### src/rtl/fwd_source_tracker_if.sv
// ---------------------------------------------------------------------------
// fwd_source_tracker_if
// Bundles the issue handshake, the execute/memory result inputs and the
// forwarding/writeback outputs of the forwarding-source tracker.
//   master : issue stage / test driver side (drives issue + result inputs)
//   slave  : tracker side (drives iss_ready, fwd_* and wb_*)
// Signals:
//   iss_valid, iss_ready, iss_inst   instruction issue handshake into X
//   ex_result                        ALU/PC result of the X-stage instruction
//   mem_rdata_vld, mem_rdata         load data return
//   fwd_valid, fwd_rd, fwd_data      W-stage forwarding source
//   wb_en, wb_rd, wb_data            register-file write port
// ---------------------------------------------------------------------------
interface fwd_source_tracker_if;
    logic        iss_valid;
    logic        iss_ready;
    logic [31:0] iss_inst;
    logic [31:0] ex_result;
    logic        mem_rdata_vld;
    logic [31:0] mem_rdata;
    logic        fwd_valid;
    logic [4:0]  fwd_rd;
    logic [31:0] fwd_data;
    logic        wb_en;
    logic [4:0]  wb_rd;
    logic [31:0] wb_data;

    modport master (
        output iss_valid, iss_inst, ex_result, mem_rdata_vld, mem_rdata,
        input  iss_ready, fwd_valid, fwd_rd, fwd_data, wb_en, wb_rd, wb_data
    );

    modport slave (
        input  iss_valid, iss_inst, ex_result, mem_rdata_vld, mem_rdata,
        output iss_ready, fwd_valid, fwd_rd, fwd_data, wb_en, wb_rd, wb_data
    );
endinterface

### src/rtl/fwd_source_tracker.sv
// ---------------------------------------------------------------------------
// fwd_source_tracker
// Producer side of the rs1/rs2 forwarding path. Tracks instructions through
// the execute (X) and writeback (W) stages, captures rd and result of each,
// publishes the W-stage result as a forwarding source and drives register
// file writeback. A load in X moves to W and interlocks the pipeline until
// memory returns data, or until a bounded wait forces completion with zero.
// Ports:
//   clk, rst_n   clock, asynchronous active-low reset
//   flush        kill the X-stage instruction / drop the one being issued
//   bus          issue handshake, result inputs, fwd_* and wb_* outputs
//   stall        upstream of X must hold (load wait in progress)
//   ld_timeout   one-cycle pulse in the final wait cycle of a forced completion
//   stall_cnt    saturating count of load-wait cycles
// ---------------------------------------------------------------------------
module fwd_source_tracker #(
    parameter int LD_TIMEOUT = 16,
    parameter int CNT_W      = 16
) (
    input  logic                  clk,
    input  logic                  rst_n,
    input  logic                  flush,
    fwd_source_tracker_if.slave   bus,
    output logic                  stall,
    output logic                  ld_timeout,
    output logic [CNT_W-1:0]      stall_cnt
);

    localparam logic [6:0] OPC_LOAD   = 7'b0000011;
    localparam logic [6:0] OPC_STORE  = 7'b0100011;
    localparam logic [6:0] OPC_BRANCH = 7'b1100011;

    localparam int              WC_W    = (LD_TIMEOUT > 1) ? $clog2(LD_TIMEOUT) : 1;
    localparam logic [WC_W-1:0] WC_LAST = WC_W'(LD_TIMEOUT - 1);
    localparam logic [CNT_W-1:0] CNT_MAX = {CNT_W{1'b1}};

    typedef enum logic [0:0] {
        ST_RUN     = 1'b0,
        ST_LD_WAIT = 1'b1
    } state_t;

    state_t            state_r;
    logic [WC_W-1:0]   wait_cnt_r;
    logic [CNT_W-1:0]  stall_cnt_r;

    // X stage
    logic              x_valid_r;
    logic [4:0]        x_rd_r;
    logic              x_we_r;
    logic              x_is_load_r;

    // W stage
    logic              w_valid_r;
    logic [4:0]        w_rd_r;
    logic              w_we_r;
    logic              w_rdy_r;
    logic [31:0]       w_data_r;

    logic [6:0]        iss_op_s;
    logic [4:0]        iss_rd_s;
    logic              iss_we_s;
    logic              iss_is_load_s;
    logic              issue_s;
    logic              timeout_s;
    logic              fwd_valid_s;
    logic              unused_inst_s;

    // Instruction decode and the issue / forced-completion conditions.
    always_comb begin
        iss_op_s      = bus.iss_inst[6:0];
        iss_rd_s      = bus.iss_inst[11:7];
        iss_we_s      = (iss_op_s != OPC_BRANCH) && (iss_op_s != OPC_STORE) && (iss_rd_s != 5'd0);
        iss_is_load_s = (iss_op_s == OPC_LOAD);
        // Issue is only accepted while running; a flush drops it outright.
        issue_s       = bus.iss_valid && (state_r == ST_RUN) && !flush;
        // Last permitted wait cycle with no data: complete the load with zero.
        timeout_s     = (state_r == ST_LD_WAIT) && !bus.mem_rdata_vld && (wait_cnt_r == WC_LAST);
    end

    // Upper instruction bits carry no information this block needs.
    assign unused_inst_s = ^bus.iss_inst[31:12];

    // Pipeline FSM: stage registers, load interlock, wait and stall counters.
    always_ff @(posedge clk or negedge rst_n) begin
        if (!rst_n) begin
            state_r     <= ST_RUN;
            wait_cnt_r  <= {WC_W{1'b0}};
            stall_cnt_r <= {CNT_W{1'b0}};
            x_valid_r   <= 1'b0;
            x_rd_r      <= 5'd0;
            x_we_r      <= 1'b0;
            x_is_load_r <= 1'b0;
            w_valid_r   <= 1'b0;
            w_rd_r      <= 5'd0;
            w_we_r      <= 1'b0;
            w_rdy_r     <= 1'b0;
            w_data_r    <= 32'd0;
        end else begin
            case (state_r)
                ST_RUN: begin
                    // W always takes X; a load enters W not ready.
                    w_valid_r <= x_valid_r;
                    w_rd_r    <= x_rd_r;
                    w_we_r    <= x_we_r;
                    w_rdy_r   <= !x_is_load_r;
                    w_data_r  <= bus.ex_result;
                    if (issue_s) begin
                        x_valid_r   <= 1'b1;
                        x_rd_r      <= iss_rd_s;
                        x_we_r      <= iss_we_s;
                        x_is_load_r <= iss_is_load_s;
                    end else begin
                        x_valid_r   <= 1'b0;
                        x_rd_r      <= 5'd0;
                        x_we_r      <= 1'b0;
                        x_is_load_r <= 1'b0;
                    end
                    wait_cnt_r <= {WC_W{1'b0}};
                    if (x_valid_r && x_is_load_r) begin
                        state_r <= ST_LD_WAIT;
                    end else begin
                        state_r <= ST_RUN;
                    end
                end
                ST_LD_WAIT: begin
                    // X and W hold, except that a flush still kills X.
                    if (flush) begin
                        x_valid_r   <= 1'b0;
                        x_rd_r      <= 5'd0;
                        x_we_r      <= 1'b0;
                        x_is_load_r <= 1'b0;
                    end
                    wait_cnt_r <= wait_cnt_r + WC_W'(1);
                    if (stall_cnt_r != CNT_MAX) begin
                        stall_cnt_r <= stall_cnt_r + CNT_W'(1);
                    end
                    if (bus.mem_rdata_vld) begin
                        w_data_r <= bus.mem_rdata;
                        w_rdy_r  <= 1'b1;
                        state_r  <= ST_RUN;
                    end else if (timeout_s) begin
                        w_data_r <= 32'd0;
                        w_rdy_r  <= 1'b1;
                        state_r  <= ST_RUN;
                    end else begin
                        state_r  <= ST_LD_WAIT;
                    end
                end
                default: begin
                    state_r <= ST_RUN;
                end
            endcase
        end
    end

    // Output decode from the state and W-stage registers.
    always_comb begin
        fwd_valid_s   = w_valid_r & w_we_r & w_rdy_r;
        bus.iss_ready = (state_r == ST_RUN);
        stall         = (state_r == ST_LD_WAIT);
        bus.fwd_valid = fwd_valid_s;
        bus.fwd_rd    = w_rd_r;
        bus.fwd_data  = w_data_r;
        // A completed load is ready during its last wait cycle only after the
        // edge, so gating on RUN keeps writeback to exactly one cycle.
        bus.wb_en     = fwd_valid_s & (state_r == ST_RUN);
        bus.wb_rd     = w_rd_r;
        bus.wb_data   = w_data_r;
        ld_timeout    = timeout_s;
        stall_cnt     = stall_cnt_r;
    end

endmodule

### src/flat_wrapper.sv
// flat-port wrapper written by rule: the top's interface ports become plain ports
module fwd_source_tracker_flat 
#(
    parameter int LD_TIMEOUT = 16,
    parameter int CNT_W      = 16
)
  (clk, rst_n, flush, stall, ld_timeout, stall_cnt, bus_iss_valid, bus_iss_inst, bus_ex_result, bus_mem_rdata_vld, bus_mem_rdata, bus_iss_ready, bus_fwd_valid, bus_fwd_rd, bus_fwd_data, bus_wb_en, bus_wb_rd, bus_wb_data);
  fwd_source_tracker_if bus_i ();
  input  logic clk;
  input  logic rst_n;
  input  logic flush;
  output logic stall;
  output logic ld_timeout;
  output logic [CNT_W-1:0] stall_cnt;
  input wire logic [$bits(bus_i.iss_valid)-1:0] bus_iss_valid;
  input wire logic [$bits(bus_i.iss_inst)-1:0] bus_iss_inst;
  input wire logic [$bits(bus_i.ex_result)-1:0] bus_ex_result;
  input wire logic [$bits(bus_i.mem_rdata_vld)-1:0] bus_mem_rdata_vld;
  input wire logic [$bits(bus_i.mem_rdata)-1:0] bus_mem_rdata;
  output wire logic [$bits(bus_i.iss_ready)-1:0] bus_iss_ready;
  output wire logic [$bits(bus_i.fwd_valid)-1:0] bus_fwd_valid;
  output wire logic [$bits(bus_i.fwd_rd)-1:0] bus_fwd_rd;
  output wire logic [$bits(bus_i.fwd_data)-1:0] bus_fwd_data;
  output wire logic [$bits(bus_i.wb_en)-1:0] bus_wb_en;
  output wire logic [$bits(bus_i.wb_rd)-1:0] bus_wb_rd;
  output wire logic [$bits(bus_i.wb_data)-1:0] bus_wb_data;
  assign bus_i.iss_valid = bus_iss_valid;
  assign bus_i.iss_inst = bus_iss_inst;
  assign bus_i.ex_result = bus_ex_result;
  assign bus_i.mem_rdata_vld = bus_mem_rdata_vld;
  assign bus_i.mem_rdata = bus_mem_rdata;
  assign bus_iss_ready = bus_i.iss_ready;
  assign bus_fwd_valid = bus_i.fwd_valid;
  assign bus_fwd_rd = bus_i.fwd_rd;
  assign bus_fwd_data = bus_i.fwd_data;
  assign bus_wb_en = bus_i.wb_en;
  assign bus_wb_rd = bus_i.wb_rd;
  assign bus_wb_data = bus_i.wb_data;
  fwd_source_tracker #(.LD_TIMEOUT(LD_TIMEOUT), .CNT_W(CNT_W)) u_core (.clk(clk), .rst_n(rst_n), .flush(flush), .bus(bus_i), .stall(stall), .ld_timeout(ld_timeout), .stall_cnt(stall_cnt));
endmodule
### config.mk
export PLATFORM = sky130hd
export DESIGN_NAME = fwd_source_tracker_flat
export DESIGN_NICKNAME = d
export VERILOG_FILES = /design/src/rtl/fwd_source_tracker_if.sv /design/src/rtl/fwd_source_tracker.sv /design/src/flat_wrapper.sv
export SDC_FILE = /design/constraint.sdc
export NUM_CORES = 1
export LEC_CHECK = 0
export CAP_MARGIN = 40
export CORE_ASPECT_RATIO = 1.25
export CORE_MARGIN = 2
export CORE_UTILIZATION = 40
export DETAILED_ROUTE_END_ITERATION = 10
export GPL_TIMING_DRIVEN = 0
export PLACE_DENSITY_LB_ADDON = 0.08
export SLEW_MARGIN = 20
export SYNTH_ARGS = -nofsm -noshare
export SYNTH_HDL_FRONTEND = slang
export SYNTH_SLANG_ARGS = --single-unit
### constraint.sdc
create_clock -name clk -period 3.9 [get_ports clk]
set_clock_uncertainty 0.15 [all_clocks]
set_input_delay 0.975 -clock clk [delete_from_list [all_inputs] [get_ports clk]]
set_output_delay 0.975 -clock clk [all_outputs]
set_load 0.005 [all_outputs]
==> results of run 1 <==
==> sequential cells by signal (all words and copies together), names as in the netlist <==
name,flops
u_core.w_valid_r,1
u_core.x_valid_r,1
u_core.x_is_load_r,1
u_core.stall,1
u_core.wait_cnt_r,4
u_core.bus.fwd_data,32
u_core.w_we_r,1
u_core.bus.fwd_rd,5
u_core.x_rd_r,5
u_core.x_we_r,1
u_core.w_rdy_r,1
u_core.stall_cnt,16
==> power groups by stage <==
stage          registers, mW  clock network (mW)  logic [mW]
2_1_floorplan          0.770                   0      0.0613
3_3_place_gp           0.771                   0       0.239
3_5_place_dp           0.773                   0       0.245
5_1_grt                0.762               0.702       0.260
6_report               0.759               0.657       0.243
4_1_cts                0.759               0.667       0.247
==> cell usage after synthesis (all sizes together), types with 5 or more instances <==
library cell   n
dfrtp         69
nor2          17
a22oi          6
a221o         32
nor3           5
nand4          9
nand3          6
buf           42
nand2          7
and3          35
xor2           9
xnor2          8
clkbuf        15
mux2           8
==> stage by stage <==
step / TNS [ps] / utilization [%] / std cells / power [mW] / hold slack [ps]
floorplan: 0 / - / 289 / 0.831 / 275
global placement: -50270 / 65.2 / 558 / 1.01 / 286
detailed placement: 0 / 65.4 / 559 / 1.02 / 301
CTS: 0 / 68.2 / 575 / 1.67 / 311
global route: 0 / 68.2 / 575 / 1.72 / 338
finish: 0 / 68.2 / 575 / 1.66 / 308
==> critical path: stages <==
cell and delay, ps:
clkdlybuf4s50_1 500, nand2b_1 200, nor2_1 120, clkdlybuf4s50_1 540
==> worst max-delay path by stage <==
stage / from / slack (ps) / endpoint
floorplan: bus_mem_rdata_vld / 1540 / ld_timeout
global placement: rst_n / -730 / u_core.stall_cnt[7]
detailed placement: bus_mem_rdata_vld / 430 / ld_timeout
CTS: bus_mem_rdata_vld / 430 / ld_timeout
global route: bus_mem_rdata_vld / 290 / ld_timeout
finish: bus_mem_rdata_vld / 440 / ld_timeout
==> kinds of logic after synthesis <==
kind of cell	after synthesis
compound gates	45
simple gates	89
buf+inv	59
flops	69
mux	8
xor+xnor	17
fa+ha+maj	2
==> layer usage <==
layer	up-vias	part of all wire, %	GRT usage (%)
met3	7	5.1	4.11
met4	0	0.80	6.80
met2	117	50	36.7
met5	-	0	0
li1	1403	-	-
met1	1437	44	28.0
==> cell type report <==
class                      count  area [µm²]
multi-input combinational    161        1180
buffer                        57         358
fill                         623        2500
clock inverter                 6        86.3
inverter                       2        7.51
clock buffer                  10         138
tap                           95         119
timing repair buffer         175        1760
sequential                    69        1730
==> run_results.csv, run 1 <==
group,metric,value,unit
grt,antenna_found_initial,0,
floorplanning,die-area,8940,µm²
setup_path,worstPathMaxFanout,6,
cells_and_area,drive_gt1_share,14.8,%
setup_path,cp_data_arrival_time,2340,ps
route,drc,0,
synthesis,synthXorXnorAreaFrac,4.54,%
route,drt_first_pass_iters,4,
setup_path,cp.required,2770,ps
clocking,htree_levels,3,
placed_design,place_area,5150,µm²
synthesis,yosysSeqAreaShare,52.7,%
pwr,pwr-share-clk,39.6,%
pwr,peakVddDrop,0.217,mV
synthesis,synth_top_family_by_area,"simple AND/OR/NAND/NOR gates",
setup_path,cp-start-kind,"input pin",
cells_and_area,layout_common_cells,"173 x clkdlybuf4s50_1, 69 x dfrtp_1, 38 x buf_4",
timing,fin_ws,439,ps
synthesis,post_synth.cell_area_avg,11.3,µm²
pwr,netSwitchingFraction,22.0,%
cells_and_area,fin_nets,578,
timing,relSlewSlack,60.1,%
route,ant_nets,0,
floorplanning,die_w,85.0,µm
setup_path,crit_type,"in2out",
synthesis,synth_area_leaders,"dfrtp_1 53%, a221o_1 9.8%, buf_4 8.5%, and3_1 6.5%, mux2_2 2.4%",
placed_design,dp_hpwl,7.31,mm
timing,slew_viol_final,0,
grt,grt_pass1_wl,15.5,mm
hold_path,min_from,"u_core.wait_cnt_r[0]",
clocking,clock-sinks,69,
route,num_vias,2964,
pwr,p_leak,2.46,nW
placed_design,preCtsSetupSlack,428,ps
grt,overflow,0,
timing,rsz0062_at_grt,"false",
clocking,cts_buffers,9,
route,wl_per_cell,16.7,µm
setup_path,r2r_cells,4,
synthesis,synth_seq_cells,69,
route,drtIter0Drc,143,
floorplanning,start_util,41.6,%
floorplanning,die_y,105,µm
clocking,cts-root-buf,"clkbuf_8",
pwr,internal_power,1.29,mW
synthesis,synth_edf_count,0,
synthesis,ys.flop_type,"dfrtp_1",
placed_design,routabilityCongestion,0.748,
timing,finalSetupViolCount,0,
floorplanning,io_pins,196,
hold_path,worstHoldPathCells,1,
setup_path,r2r_start,"u_core.stall",
synthesis,syn_area,3280,µm²
setup_path,worstReg2RegEnd,"u_core.bus.fwd_rd[3]",
hold_path,hold_path_class,"reg2reg",
grt,grt_max_degree,41,
synthesis,yosysWarnings,0,
pwr,switchingPower,365,µW
synthesis,synthSimpleGateAreaFrac,15.4,%
timing,period_share,88.7,%
cells_and_area,area_delta_synth_final,64.1,%
pwr,seq_power_share,45.8,%
clocking,ctsHoldBuffers,0,
synthesis,syn-num-nets,392,
clocking,cts_resized,0,
synthesis,synth_fa_ha_area_share,0.764,%
timing,report.final.hold_viol_count,0,
clocking,post_cts_buffers,0,
run_status,status,"finished clean",
floorplanning,fp.coreArea,7880,µm²
clocking,clk_pin_slew,70,ps
clocking,clockBufferDepth,2,
cells_and_area,final_area,5380,µm²
synthesis,async_flop_share,100,%
setup_path,cp-end-kind,"output port",
pwr,p_comb_share,14.6,%
timing,max_freq,0.289,GHz
timing,post-route-min-period,3460,ps
grt,grt_pass1_vias,2920,
route,wl,9.62,mm
hold_path,holdPathEnd,"u_core.wait_cnt_r[0]",
synthesis,yosys.cell_types.count,35,
synthesis,synth_top_cell_area_share,52.7,%
timing,worstMarginPinSlew,593,ps
synthesis,synthCells,289,
clocking,tritoncts,"yes",
synthesis,synthMuxAreaShare,2.75,%
grt,grt_use_total,21.7,%
cells_and_area,layout_commonest_cell,"clkdlybuf4s50_1",
setup_path,r2r_slack,1750,ps
clocking,insertion_delay,340,ps
synthesis,synth-compound-area-share,12.7,%
synthesis,synth.largest_area_cell,"dfrtp_1",
flow_run,drv_cap,0,
cells_and_area,antenna_cells,0,
placed_design,port_buffers,174,
route,vias_per_cell,5.15,
floorplanning,std_cell_rows,36,
pwr,p_per_area,308,nW/µm²
(Power assumes the default switching activity.)
==> run 2: changes to the inputs <==
--- a/config.mk
+++ b/config.mk
@@ -5,12 +5,12 @@
 export SDC_FILE = /design/constraint.sdc
 export NUM_CORES = 1
 export LEC_CHECK = 0
+export ABC_CLOCK_PERIOD_IN_PS = 2800
 export CAP_MARGIN = 40
 export CORE_ASPECT_RATIO = 1.25
 export CORE_MARGIN = 2
-export CORE_UTILIZATION = 40
+export CORE_UTILIZATION = 34
 export DETAILED_ROUTE_END_ITERATION = 10
-export GPL_TIMING_DRIVEN = 0
 export PLACE_DENSITY_LB_ADDON = 0.08
 export SLEW_MARGIN = 20
 export SYNTH_ARGS = -nofsm -noshare
==> constraint.sdc (replaced) <==
create_clock -name clk -period 2.8 [get_ports clk]
set_clock_uncertainty 0.15 [all_clocks]
set_input_delay 0.7 -clock clk [delete_from_list [all_inputs] [get_ports clk]]
set_output_delay 0.7 -clock clk [all_outputs]
set_load 0.005 [all_outputs]
==> run 2 against run 1 <==
Against the previous run: via count decreased by 5.5%; sequential share of layout area increased by 1.0 points; power increased by 48%; core utilization decreased by 13 points; critical path depth decreased by 1; final area decreased by 3.1%; combinational power increased by 24%; routed wire length decreased by 6.3%; clock power increased by 67%; critical path type is now reg2out.
==> run_results.csv, run 2 (synthesis results as in run 1) <==
group,metric,value,unit
cells_and_area,fin_nets,531,
route,wl_per_cell,16.1,µm
clocking,htree_levels,3,
timing,fin_tns_setup,0,ps
route,drt_first_pass_iters,5,
setup_path,slowest_stage,"clkdlybuf4s50_1",
clocking,tritoncts,"yes",
clocking,insertion_delay,320,ps
cells_and_area,drive_gt1_share,9.24,%
placed_design,dpl.cell_count,543,
route,wl,9.01,mm
grt,grt_pass1_vias,2711,
setup_path,cp.required,1950,ps
run_status,status,"finished clean",
grt,grt_max_degree,36,
placed_design,dp_hpwl,6.40,mm
clocking,ctsHoldBuffers,0,
grt,grt_use_total,17.3,%
cells_and_area,largest_reg_flops,32,
setup_path,crit_type,"reg2out",
pwr,p_leak,2.34,nW
setup_path,critical_path.top_delay_family,"buffers and inverters",
clocking,clock-sinks,69,
grt,antenna_found_initial,0,
clocking,cts_buffers,9,
setup_path,worstPathMaxFanout,11,
setup_path,slowest_delay,500,ps
floorplanning,fp.coreArea,9510,µm²
cells_and_area,layout_commonest_cell,"clkdlybuf4s50_1",
cells_and_area,area_delta_synth_final,59.1,%
clocking,clockBufferDepth,2,
timing,slew_viol_final,0,
clocking,clk_pin_slew,60,ps
setup_path,path_buf_inv,2,
floorplanning,die-area,10400,µm²
pwr,p_per_area,471,nW/µm²
floorplanning,std_cell_rows,40,
setup_path,cp-end-kind,"output port",
grt,grt_pass1_wl,14.2,mm
route,ant_nets,0,
cells_and_area,antenna_cells,0,
timing,period_share,90.9,%
timing,worstMarginPinSlew,700,ps
cells_and_area,final_area,5210,µm²
route,drc,0,
placed_design,preCtsSetupSlack,17.7,ps
setup_path,cp-start-kind,"flip-flop",
floorplanning,io_pins,196,
setup_path,cp_data_arrival_time,1700,ps
floorplanning,die_y,114,µm
timing,fin_ws,255,ps
timing,finalSetupViolCount,0,
route,drtIter0Drc,102,
placed_design,place_area,4910,µm²
hold_path,hold_path_class,"in2async",
pwr,peakVddDrop,0.297,mV
timing,rsz0062_at_grt,"false",
clocking,cts-root-buf,"clkbuf_16",
floorplanning,die_w,91.8,µm
route,vias_per_cell,5.01,
placed_design,routabilityCongestion,0.748,
flow_run,drv_cap,0,
timing,report.final.hold_viol_count,0,
placed_design,port_buffers,175,
cells_and_area,layout_common_cells,"173 x clkdlybuf4s50_1, 69 x dfrtp_1, 34 x and3_1",
setup_path,crit_chain,"inv_1 > and2_1 > clkdlybuf4s50_1",
timing,max_freq,0.393,GHz
floorplanning,start_util,34.5,%
timing,relSlewSlack,53.3,%
timing,post-route-min-period,2550,ps
cells_and_area,layout.cells.non_filler,559,
route,num_vias,2800,
cells_and_area,utilization,54.8,%
grt,overflow,0,
clocking,post_cts_buffers,0,
==> run 2: stage by stage <==
step	total power, mW	hold slack (ps)
global route	2.56	332
floorplan	1.16	254
CTS	2.49	292
detailed placement	1.38	299
finish	2.46	264
global placement	1.38	290
==> run 2: worst register-to-register path: stages, from the launching register on <==
cell and delay (ps):
dfrtp_1 360, buf_4 340, nand4_1 150, or4_4 450
nor3_1 220, xor2_1 170
==> run 2: worst paths after layout <==
kind	startpoint	end	slack, ps	depth (start not counted)
worst min register to register	u_core.wait_cnt_r[0]	u_core.wait_cnt_r[0]	310	1
min in group clk	u_core.wait_cnt_r[0]	u_core.wait_cnt_r[0]	310	1
worst min-delay path	rst_n	u_core.bus.fwd_data[26]	260	1
worst max register to register	u_core.stall	u_core.stall_cnt[15]	880	5
worst max-delay path	u_core.stall	bus_wb_en	250	3
max in group asynchronous	rst_n	u_core.bus.fwd_data[0]	1600	2
==> run 2: power breakdown <==
| group | leakage [nW] | switching (mW) | internal (mW) |
|---|---|---|---|
| clock | 0.148 | 0.403 | 0.692 |
| combinational | 1.32 | 0.0826 | 0.219 |
| sequential | 0.875 | 0.0263 | 1.03 |
==> run 2: area by class of cell <==
class,count,area [µm²]
fill,850,4300
timing repair buffer,185,1840
sequential,69,1730
multi-input combinational,161,1190
clock buffer,13,280
tap,126,158
clock inverter,3,17.5
inverter,2,7.51
==> run 2: repair_timing <==
| action | CTS | global route |
|---|---|---|
| resized for setup | 0 | 1 |
| endpoints found under the hold margin | 0 | 0 |
| setup endpoints to repair | 0 | 1 |
==> run 2: layer usage <==
layer,GRT usage (%),vias to the layer above,part of all wire [%]
met2,28.6,129,49
li1,-,1304,-
met1,22.0,1353,42
met3,3.43,14,6.7
met5,0,-,0
met4,7.66,0,1.9
